File: src/rtl/mcycle_pkg.sv
// Shared encodings and helpers for the iterative RV32M multiply/divide unit.
package mcycle_pkg;

    // Funct3 encodings of the M-extension operations
    localparam logic [2:0] MC_MUL    = 3'b000;
    localparam logic [2:0] MC_MULH   = 3'b001;
    localparam logic [2:0] MC_MULHSU = 3'b010;
    localparam logic [2:0] MC_MULHU  = 3'b011;
    localparam logic [2:0] MC_DIV    = 3'b100;
    localparam logic [2:0] MC_DIVU   = 3'b101;
    localparam logic [2:0] MC_REM    = 3'b110;
    localparam logic [2:0] MC_REMU   = 3'b111;

    typedef enum logic [1:0] {
        MC_IDLE      = 2'd0,
        MC_COMPUTING = 2'd1,
        MC_DONE      = 2'd2
    } mc_state_e;

    // All divide/remainder ops have Funct3[2] set
    function automatic logic mc_is_div(input logic [2:0] f3);
        return f3[2];
    endfunction

    // MUL is treated as unsigned: its low word does not depend on signedness
    function automatic logic mc_op1_signed(input logic [2:0] f3);
        return (f3 == MC_MULH) || (f3 == MC_MULHSU) || (f3 == MC_DIV) || (f3 == MC_REM);
    endfunction

    function automatic logic mc_op2_signed(input logic [2:0] f3);
        return (f3 == MC_MULH) || (f3 == MC_DIV) || (f3 == MC_REM);
    endfunction

endpackage

File: src/rtl/mcycle_sign_fix.sv
// Combinational sign handling: operand magnitudes on entry, result negation on exit.
module mcycle_sign_fix
    import mcycle_pkg::*;
#(
    parameter int unsigned WIDTH = 32
) (
    input  logic [2:0]         funct3_i,
    input  logic [WIDTH-1:0]   op1_i,
    input  logic [WIDTH-1:0]   op2_i,
    output logic [WIDTH-1:0]   abs1_o,
    output logic [WIDTH-1:0]   abs2_o,
    output logic               neg1_o,
    output logic               neg2_o,
    input  logic [2*WIDTH-1:0] prod_i,
    input  logic [WIDTH-1:0]   quot_i,
    input  logic [WIDTH-1:0]   rem_i,
    input  logic               fix_prod_i,
    input  logic               fix_quot_i,
    input  logic               fix_rem_i,
    output logic [2*WIDTH-1:0] prod_o,
    output logic [WIDTH-1:0]   quot_o,
    output logic [WIDTH-1:0]   rem_o
);

    // Operand magnitudes according to the signedness of the selected op
    always_comb begin
        neg1_o = mc_op1_signed(funct3_i) & op1_i[WIDTH-1];
        neg2_o = mc_op2_signed(funct3_i) & op2_i[WIDTH-1];
        abs1_o = neg1_o ? -op1_i : op1_i;
        abs2_o = neg2_o ? -op2_i : op2_i;
    end

    // Two's-complement restore of the final magnitudes
    always_comb begin
        prod_o = fix_prod_i ? -prod_i : prod_i;
        quot_o = fix_quot_i ? -quot_i : quot_i;
        rem_o  = fix_rem_i  ? -rem_i  : rem_i;
    end

endmodule

File: src/rtl/mcycle_unit.sv
// Iterative RV32M multiply/divide unit: shift-add multiply and restoring divide,
// one bit per cycle, WIDTH cycles per operation, stalling the pipeline via Busy.
module mcycle_unit
    import mcycle_pkg::*;
#(
    parameter int unsigned WIDTH = 32
) (
    input  logic             CLK,
    input  logic             RESET,
    input  logic             Start,
    input  logic [2:0]       Funct3,
    input  logic [WIDTH-1:0] Operand1,
    input  logic [WIDTH-1:0] Operand2,
    output logic [WIDTH-1:0] Result,
    output logic             Busy
);

    localparam int unsigned    CntW    = $clog2(WIDTH);
    localparam logic [CntW-1:0] CntLast = CntW'(WIDTH - 1);

    mc_state_e            state_q, state_d;
    logic [CntW-1:0]      cnt_q, cnt_d;
    logic [2:0]           f3_q, f3_d;
    logic [2*WIDTH-1:0]   prod_q, prod_d;
    logic [WIDTH-1:0]     quot_q, quot_d;
    logic [WIDTH-1:0]     rem_q, rem_d;
    logic [WIDTH-1:0]     dvsr_q, dvsr_d;  // multiplicand or divisor magnitude
    logic                 neg1_q, neg1_d;
    logic                 neg2_q, neg2_d;
    logic                 dz_q, dz_d;
    logic [WIDTH-1:0]     result_q, result_d;

    logic [WIDTH-1:0]     abs1, abs2;
    logic                 neg1, neg2;
    logic [WIDTH:0]       mul_sum;
    logic [2*WIDTH-1:0]   prod_step;
    logic [WIDTH:0]       div_shift, div_trial;
    logic [WIDTH-1:0]     quot_step, rem_step;
    logic [2*WIDTH-1:0]   prod_fix;
    logic [WIDTH-1:0]     quot_fix, rem_fix;
    logic                 fix_prod, fix_quot, fix_rem;

    // Quotient is left all-ones on divide-by-zero. The remainder keeps its
    // dividend-sign fix: negating |Operand1| reproduces Operand1 exactly.
    assign fix_prod = neg1_q ^ neg2_q;
    assign fix_quot = (neg1_q ^ neg2_q) & ~dz_q;
    assign fix_rem  = neg1_q;

    mcycle_sign_fix #(
        .WIDTH(WIDTH)
    ) u_sign_fix (
        .funct3_i  (Funct3),
        .op1_i     (Operand1),
        .op2_i     (Operand2),
        .abs1_o    (abs1),
        .abs2_o    (abs2),
        .neg1_o    (neg1),
        .neg2_o    (neg2),
        .prod_i    (prod_step),
        .quot_i    (quot_step),
        .rem_i     (rem_step),
        .fix_prod_i(fix_prod),
        .fix_quot_i(fix_quot),
        .fix_rem_i (fix_rem),
        .prod_o    (prod_fix),
        .quot_o    (quot_fix),
        .rem_o     (rem_fix)
    );

    // One iteration of shift-add multiply and restoring divide
    always_comb begin
        mul_sum   = {1'b0, prod_q[2*WIDTH-1:WIDTH]} + {1'b0, dvsr_q};
        prod_step = prod_q[0] ? {mul_sum, prod_q[WIDTH-1:1]}
                              : {1'b0, prod_q[2*WIDTH-1:1]};
        div_shift = {rem_q, quot_q[WIDTH-1]};
        div_trial = div_shift - {1'b0, dvsr_q};
        if (!div_trial[WIDTH]) begin
            rem_step  = div_trial[WIDTH-1:0];
            quot_step = {quot_q[WIDTH-2:0], 1'b1};
        end else begin
            rem_step  = div_shift[WIDTH-1:0];
            quot_step = {quot_q[WIDTH-2:0], 1'b0};
        end
    end

    // FSM next state, datapath updates and Busy
    always_comb begin
        state_d  = state_q;
        cnt_d    = cnt_q;
        f3_d     = f3_q;
        prod_d   = prod_q;
        quot_d   = quot_q;
        rem_d    = rem_q;
        dvsr_d   = dvsr_q;
        neg1_d   = neg1_q;
        neg2_d   = neg2_q;
        dz_d     = dz_q;
        result_d = result_q;
        Busy     = 1'b0;
        unique case (state_q)
            MC_IDLE: begin
                Busy = Start;
                if (Start) begin
                    f3_d    = Funct3;
                    neg1_d  = neg1;
                    neg2_d  = neg2;
                    dvsr_d  = abs2;
                    dz_d    = (abs2 == '0);
                    prod_d  = {{WIDTH{1'b0}}, abs1};
                    quot_d  = abs1;
                    rem_d   = '0;
                    cnt_d   = '0;
                    state_d = MC_COMPUTING;
                end
            end
            MC_COMPUTING: begin
                Busy  = 1'b1;
                cnt_d = cnt_q + CntW'(1);
                if (mc_is_div(f3_q)) begin
                    quot_d = quot_step;
                    rem_d  = rem_step;
                end else begin
                    prod_d = prod_step;
                end
                if (cnt_q == CntLast) begin
                    state_d = MC_DONE;
                    case (f3_q)
                        MC_MUL:                        result_d = prod_fix[WIDTH-1:0];
                        MC_MULH, MC_MULHSU, MC_MULHU:  result_d = prod_fix[2*WIDTH-1:WIDTH];
                        MC_DIV, MC_DIVU:               result_d = quot_fix;
                        default:                       result_d = rem_fix;
                    endcase
                end
            end
            MC_DONE: begin
                // Start still reflects the instruction just completed
                state_d = MC_IDLE;
            end
            default: state_d = MC_IDLE;
        endcase
    end

    // State and datapath registers with synchronous reset
    always_ff @(posedge CLK) begin
        if (RESET) begin
            state_q  <= MC_IDLE;
            cnt_q    <= '0;
            f3_q     <= '0;
            prod_q   <= '0;
            quot_q   <= '0;
            rem_q    <= '0;
            dvsr_q   <= '0;
            neg1_q   <= 1'b0;
            neg2_q   <= 1'b0;
            dz_q     <= 1'b0;
            result_q <= '0;
        end else begin
            state_q  <= state_d;
            cnt_q    <= cnt_d;
            f3_q     <= f3_d;
            prod_q   <= prod_d;
            quot_q   <= quot_d;
            rem_q    <= rem_d;
            dvsr_q   <= dvsr_d;
            neg1_q   <= neg1_d;
            neg2_q   <= neg2_d;
            dz_q     <= dz_d;
            result_q <= result_d;
        end
    end

    assign Result = result_q;

endmodule

File: config.mk
export PLATFORM = sky130hd
export DESIGN_NAME = mcycle_unit
export DESIGN_NICKNAME = d
export VERILOG_FILES = /design/src/rtl/mcycle_pkg.sv /design/src/rtl/mcycle_sign_fix.sv /design/src/rtl/mcycle_unit.sv
export SDC_FILE = /design/constraint.sdc
export NUM_CORES = 1
export LEC_CHECK = 0
export ABC_AREA = 0
export ABC_CLOCK_PERIOD_IN_PS = 6600
export CORE_ASPECT_RATIO = 1.4
export CORE_UTILIZATION = 65
export CTS_CLUSTER_DIAMETER = 30
export CTS_CLUSTER_SIZE = 8
export DETAILED_ROUTE_END_ITERATION = 12
export DONT_BUFFER_PORTS = 1
export GPL_ROUTABILITY_DRIVEN = 0
export PLACE_DENSITY = 0.85
export REMOVE_ABC_BUFFERS = 1
export SLEW_MARGIN = 25
export SYNTH_ARGS = -nofsm -noshare
export SYNTH_HDL_FRONTEND = slang
export SYNTH_SLANG_ARGS = --single-unit
File: constraint.sdc
create_clock -name CLK -period 6.6 [get_ports CLK]
set_clock_uncertainty 0.15 [all_clocks]
set_input_delay 1.32 -clock CLK [delete_from_list [all_inputs] [get_ports CLK]]
set_output_delay 1.32 -clock CLK [all_outputs]
set_load 0.02 [all_outputs]
==> metrics.md, run 1 <==
| Metric | Value |
|---|---|
| Status | completed |
| Slew margin rel. | 0.238 |
| Final Max Tran Viols | 0 |
| Most common cell after layout, fill and taps aside | nor2_1 |
| Critical path required time | 6.88 ns |
| Cells after synthesis | 2448 |
| Root buffer cell | clkbuf_16 |
| H-tree levels | 2 |
| Sequential share of power | 0.308 |
| Post-CTS Resized | 0 |
| Vias | 19300 |
| Initial Util | 0.664 |
| Synth area leaders | dfxtp_1 (24%), nor2_1 (8.5%), a21oi_1 (7.5%) |
| Worst slew pin tran | 1.11 ns |
| Multi-input logic area | 0.0125 mm² |
| Die span in y | 196 µm |
| Vias in the first global route | 18400 |
| Element type at the critical path start | flip-flop |
| Area leader, netlist | dfxtp_1 |
| Max_cap viols | 0 |
| Wire per inst | 22.1 µm |
| Setup Total Neg Slack | 0 ns |
| Max Fclk | 0.182 GHz |
| Share of cells above drive strength 1 | 0.0641 |
| # hold bufs at CTS | 0 |
| Synth cell types | 94 |
| Post-synth top area share | 0.236 |
| Final setup vio count | 0 |
| Minimum clock period | 5.49 ns |
| CP max stage cell | fa_1 |
| Drt via density | 7.07 |
| Clock tree buffer depth | 3 |
| Avg Cell Area, Syn | 7.10 µm² |
| Reg2reg setup slack | 1.11 ns |
| Row cnt | 70 |
| Crit Path Category | flip-flop to flip-flop |
| Detailed Route WL | 60.3 mm |
| NetSw | 1520 µW |
| DRC Markers | 0 |
| Number of enable flip-flop cells after synthesis | 0 |
| PD cells | 242 mW/mm² |
| Hold Slack | 0.341 ns |
| Setup bufs post-CTS | 0 |
| Ant. Diodes | 0 |
| Final instance area | 0.0189 mm² |
| Pin count of the biggest net entering global routing | 189 |
| RSZ-0062 raised after global routing | no |
| DIE AREA | 0.0274 mm² |
| Main synth FF type | dfxtp_1 |
| I/O Buffers | 0 |
| Hold path startpoint | dvsr_q[0] |
| Area of the mapped netlist | 0.0174 mm² |
| Reg-to-reg endpoint | Result[30] |
| Peak VDD IR | 0.000186 V |
| Core Region | 0.0262 mm² |
| YS warnings | 0 |
| Post-layout nets | 2515 |
| DP Area | 0.0175 mm² |
| Total CTS buffers | 42 |
| Hold Crit Depth | 2 |
| Commonest non-fill, non-tap cells in the layout | nor2_1 (392), a21oi_1 (259), nand2_1 (209) |
| Comb pwr share | 0.232 |
| Final Hold Viols | 0 |
| Switch share | 0.334 |
| Most used cell, CP | inv_1 |
| Post-synthesis sequential area ratio | 0.236 |
| Total track usage | 0.435 |
| First-pass GRT wire length | 94.7 mm |
| DP HPWL | 43.0 mm |
| Clk slew on worst S/H paths | 0.05 ns |
| Critical Path AT | 5.77 ns |
| Power, Total | 4560 µW |
| Number of fill cells | 2038 |
| Horiz. Die Dim | 140 µm |
| Synth Register Bits | 205 |
| Non-filler cells, final | 2726 |
| Total gr overflow | 0 |
| Synth-to-layout area growth | 8.52% |
| CTS tree | built |
| P_int | 3040 µW |
| Final Cycle Share | 0.831 |
| Drt first pass iters | 7 |
| CP Max Fanout | 6 |
| WHS Endpoint | dvsr_q[0] |
| Cells after DPL | 2651 |
| Clock Latency Late Sink | 0.56 ns |
| Clk sink count | 205 |
| CP Capture Type | flip-flop |
| Hold Crit Class | flip-flop to flip-flop |
| 1st-iter DRT viols | 1927 |
| Clock power frac | 0.460 |
| R2R Path Start | quot_q[31] |
| Crit-path cells | inv_1 > ha_1 > inv_1 > fa_1 > a21o_1 > a221oi_2 > or3_1 > a211o_1 > o211a_4 > mux2i_1 > ha_1 > inv_1 > nor4_1 > nand2_1 > or3_1 > o41ai_1 > nand4b_1 > nor3_1 > a21oi_1 > mux2i_1 > a311o_1 |
| Post-DRT Antenna Nets | 0 |
| Io pins | 103 |
| FF-to-FF path depth | 21 |
| Pleak | 0.00731 µW |
| Async SR Flop Fraction | 0 |
| Antenna violations before repair | 0 |
| Critical Path Max Stage Delay | 0.41 ns |
| Reg area | 0.00411 mm² |
## routing by layer
| metal | share of wire | GRT usage | vias up |
|---|---|---|---|
| met2 | 0.46 | 0.721 | 1311 |
| li1 | - | - | 8748 |
| met5 | 0 | 0 | - |
| met1 | 0.34 | 0.475 | 8835 |
| met4 | 0.085 | 0.338 | 0 |
| met3 | 0.11 | 0.109 | 391 |
## power groups by stage
stage | Clock [µW] | Combinational, µW | Sequential [µW]
5_1_grt | 2150 | 1140 | 1410
3_3_place_gp | 0 | 971 | 1420
4_1_cts | 2080 | 1010 | 1400
3_5_place_dp | 0 | 998 | 1420
2_1_floorplan | 0 | 737 | 1400
6_report | 2100 | 1060 | 1410
## worst max path at each step
| stage | end | start | cells past startpoint |
|---|---|---|---|
| after floorplan | quot_q[20] | Start | 3 |
| after global placement | Result[30] | quot_q[31] | 24 |
| after detailed placement | Result[30] | quot_q[31] | 21 |
| after CTS | Result[30] | quot_q[31] | 21 |
| after global routing | Result[30] | quot_q[31] | 21 |
| final | Result[30] | quot_q[31] | 21 |
## critical path, delay by kind of cell (launching register included)
family,cells,cell delay [ns]
fa+ha+maj,3,0.87
simple gates,6,1.77
buf+inv,3,0.22
mux,2,0.47
flops,1,0.32
compound gates,7,1.55
## per-stage QoR
| step | setup slack (ns) | utilization |
|---|---|---|
| 6_report | 1.11 | 0.721 |
| 5_1_grt | 0.779 | 0.721 |
| 4_1_cts | 1.21 | 0.720 |
| 3_5_place_dp | 1.21 | 0.667 |
| 3_3_place_gp | 1.43 | 0.667 |
| 2_1_floorplan | 0.937 | - |
## cells in the mapped netlist (6+ instances only)
library cell and number:
a311oi_1 7, nor3_1 104, or2_2 8, o21ai_0 133, nand3_1 42, and2_1 16, a31oi_1 26, a21o_1 20
o31ai_1 27, nor2_1 394, nand2_1 209, inv_1 69, o21ai_1 7, a221oi_1 25, a211oi_1 57, o221ai_1 19
nand2b_1 20, buf_1 14, a211o_1 6, o41ai_1 20, o21a_1 16, xor2_1 104, nand4_1 25, buf_2 13
xnor2_1 109, and4_1 8, o211ai_1 15, dfxtp_1 205, a22oi_1 49, nor4_1 26, or4_1 12, or3_1 32
mux2i_1 28, and3_1 17, ha_1 71, a21oi_1 259, nor2b_1 13, clkbuf_1 121
## flip-flops by register name, indices dropped and copies added (netlist names)
register	count
Result	32
cnt_q	5
dvsr_q	32
dz_q	1
f3_q	3
fix_rem	1
neg2_q	1
prod_q	64
quot_q	32
rem_q	32
state_q	2
## logic make-up after synthesis
| logic type | synth area share |
|---|---|
| XOR/XNOR | 0.107 |
| multiplexers | 0.0187 |
| buffers and inverters | 0.0491 |
| AND/OR/NAND/NOR | 0.252 |
| AO/OA/AOI/OAI | 0.283 |
| flip-flops | 0.236 |
| adder cells (fa/ha/maj) | 0.0534 |
## layout make-up
type                            instances  share of cell area
Tap cell                              324              0.0215
Clock inverter                         20              0.0123
Timing Repair Buffer                   30              0.0130
Inverter                               70              0.0139
Clock buffer                           54              0.0607
Sequential cell                       205               0.218
Multi-Input combinational cell       2023               0.661
Note: power is estimated with default switching activity, not from simulation.
==> inputs of run 2 (changes only) <==
--- a/config.mk
+++ b/config.mk
@@ -6,7 +6,7 @@
 export NUM_CORES = 1
 export LEC_CHECK = 0
 export ABC_AREA = 0
-export ABC_CLOCK_PERIOD_IN_PS = 6600
+export ABC_CLOCK_PERIOD_IN_PS = 5700
 export CORE_ASPECT_RATIO = 1.4
 export CORE_UTILIZATION = 65
 export CTS_CLUSTER_DIAMETER = 30
==> constraint.sdc (replaced) <==
create_clock -name CLK -period 5.7 [get_ports CLK]
set_clock_uncertainty 0.15 [all_clocks]
set_input_delay 1.14 -clock CLK [delete_from_list [all_inputs] [get_ports CLK]]
set_output_delay 1.14 -clock CLK [all_outputs]
set_load 0.02 [all_outputs]
==> run 2 against run 1 <==
Effect of this change:
- global-route usage shrank 0.11 points
- highest routed layer unchanged
- critical path type unchanged
- worst setup slack lost 0.88 ns
- critical path depth is 2 higher
==> metrics.md, run 2 (synthesized netlist as in run 1, its figures left out) <==
| Metric | Value |
|---|---|
| Largest reg by FF count | prod_q |
| Commonest non-fill, non-tap cells in the layout | nor2_1 (392), a21oi_1 (259), nand2_1 (209) |
| Core Region | 0.0262 mm² |
| Util after Layout | 0.723 |
| NetSw | 1740 µW |
| DP HPWL | 43.1 mm |
| Clock Latency Late Sink | 0.55 ns |
| Clock tree buffer depth | 3 |
| Clk slew on worst S/H paths | 0.05 ns |
| Non-filler cells, final | 2732 |
| Most used cell, CP | inv_1 |
| Sequential share of power | 0.307 |
| Drt via density | 7.02 |
| Critical Path Max Stage Delay | 0.40 ns |
| Clk sink count | 205 |
| Final instance area | 0.0189 mm² |
| Ant. Diodes | 0 |
| Detailed Route WL | 60.2 mm |
| Vias | 19200 |
| Share of cells above drive strength 1 | 0.0669 |
| Final Max Tran Viols | 0 |
| Drt first pass iters | 6 |
| DP Area | 0.0175 mm² |
| Wire per inst | 22.0 µm |
| Setup Total Neg Slack | 0 ns |
| Status | completed |
| Total CTS buffers | 41 |
| Row cnt | 70 |
| Worst setup path startpoint | quot_q[31] |
| Pleak | 0.00734 µW |
| Most common cell after layout, fill and taps aside | nor2_1 |
| Root buffer cell | clkbuf_16 |
| CP Max Fanout | 12 |
| CTS tree | built |
| Initial Util | 0.664 |
| Crit-path cells | inv_1 > ha_1 > inv_1 > fa_1 > a21o_1 > a221oi_2 > or3_1 > a21oi_2 > o211a_4 > inv_2 > o21ai_0 > inv_1 > ha_1 > inv_1 > nor4_2 > nand2_1 > or3_1 > o41ai_1 > nand4b_1 > nor3_1 > a21oi_1 > mux2i_1 > a311o_1 |
| Worst slew pin tran | 1.08 ns |
| Die span in y | 196 µm |
| Total gr overflow | 0 |
| Post-layout nets | 2523 |
| Io pins | 103 |
| Crit Path Category | flip-flop to flip-flop |
| I/O Buffers | 0 |
| Total track usage | 0.434 |
| Clock power frac | 0.461 |
| R2R Path Start | quot_q[31] |
| Hold path startpoint | dvsr_q[0] |
| Max Fclk | 0.183 GHz |
| CP Capture Type | flip-flop |
| FF-to-FF path depth | 23 |
| Max reg flops | 64 |
| Switch share | 0.327 |
| Element type at the critical path start | flip-flop |
| Synth-to-layout area growth | 8.86% |
| RSZ-0062 raised after global routing | no |
| Vias in the first global route | 18500 |
| WHS Endpoint | dvsr_q[0] |
| Pin count of the biggest net entering global routing | 189 |
| Setup bufs post-CTS | 0 |
| DRC Markers | 0 |
| Critical Path AT | 5.75 ns |
| Hold Crit Class | flip-flop to flip-flop |
| P_int | 3570 µW |
| Reg-to-reg endpoint | Result[30] |
| Hold Crit Depth | 2 |
| Cells after DPL | 2661 |
| Post-DRT Antenna Nets | 0 |
| Reg2reg setup slack | 0.23 ns |
| Comb pwr share | 0.233 |
| First-pass GRT wire length | 94.2 mm |
| Peak VDD IR | 0.000245 V |
| CP max stage cell | fa_1 |
| Max_cap viols | 0 |
| Minimum clock period | 5.47 ns |
| 1st-iter DRT viols | 1963 |
| Final setup vio count | 0 |
| Antenna violations before repair | 0 |
| # hold bufs at CTS | 0 |
| H-tree levels | 2 |
| Final Cycle Share | 0.959 |
| PD cells | 280 mW/mm² |
| Hold Slack | 0.351 ns |
| Critical path required time | 5.98 ns |
| Horiz. Die Dim | 140 µm |
| DIE AREA | 0.0274 mm² |
| Final Hold Viols | 0 |
| Slew margin rel. | 0.258 |
==> run 2: area by class of cell <==
type,count,area (µm²)
Clock inverter,15,189
Clock buffer,56,1190
Tap cell,324,405
Inverter,70,263
Multi-Input combinational cell,2023,12500
Fill cell,2057,7260
Sequential cell,205,4110
Timing Repair Buffer,39,293
==> run 2: critical path, delay by kind of cell, from the launching register on <==
kind	cells	cell delay, ns
mux	1	0.16
fa+ha+maj	3	0.81
buf+inv	5	0.50
simple gates	6	1.73
flops	1	0.32
compound gates	8	1.67
==> run 2: power groups by stage <==
stage / combinational, µW / sequential [µW] / clock [µW]
after floorplan: 853 / 1620 / 0
after global placement: 1140 / 1640 / 0
after detailed placement: 1170 / 1650 / 0
after CTS: 1190 / 1620 / 2440
after global routing: 1330 / 1630 / 2510
final: 1230 / 1630 / 2450
==> run 2: repair_timing <==
action | in CTS | in global routing
hold endpoints to repair | 0 | 0
resized for setup | 0 | 1
setup endpoints to repair | 0 | 2
==> run 2: through the flow <==
step                worst slack (ns)  power, µW
finish                         0.233       5310
detailed placement             0.366       2820
floorplan                      0.217       2480
CTS                            0.255       5250
global placement               0.490       2790
global route                  0.0435       5470
==> run 2: worst max-delay path by stage <==
stage / to / slack [ns] / depth (start not counted)
finish: Result[30] / 0.23 / 23
global route: Result[30] / 0.04 / 24
CTS: Result[30] / 0.25 / 23
detailed placement: Result[30] / 0.37 / 21
global placement: Result[30] / 0.49 / 23
floorplan: quot_q[20] / 0.22 / 3
==> run 2: metal layers <==
metal,vias to the layer above,share of wire,track usage
met5,-,0,0
met4,0,0.090,0.357
met3,372,0.11,0.113
met2,1319,0.45,0.720
met1,8738,0.34,0.463
li1,8755,-,-
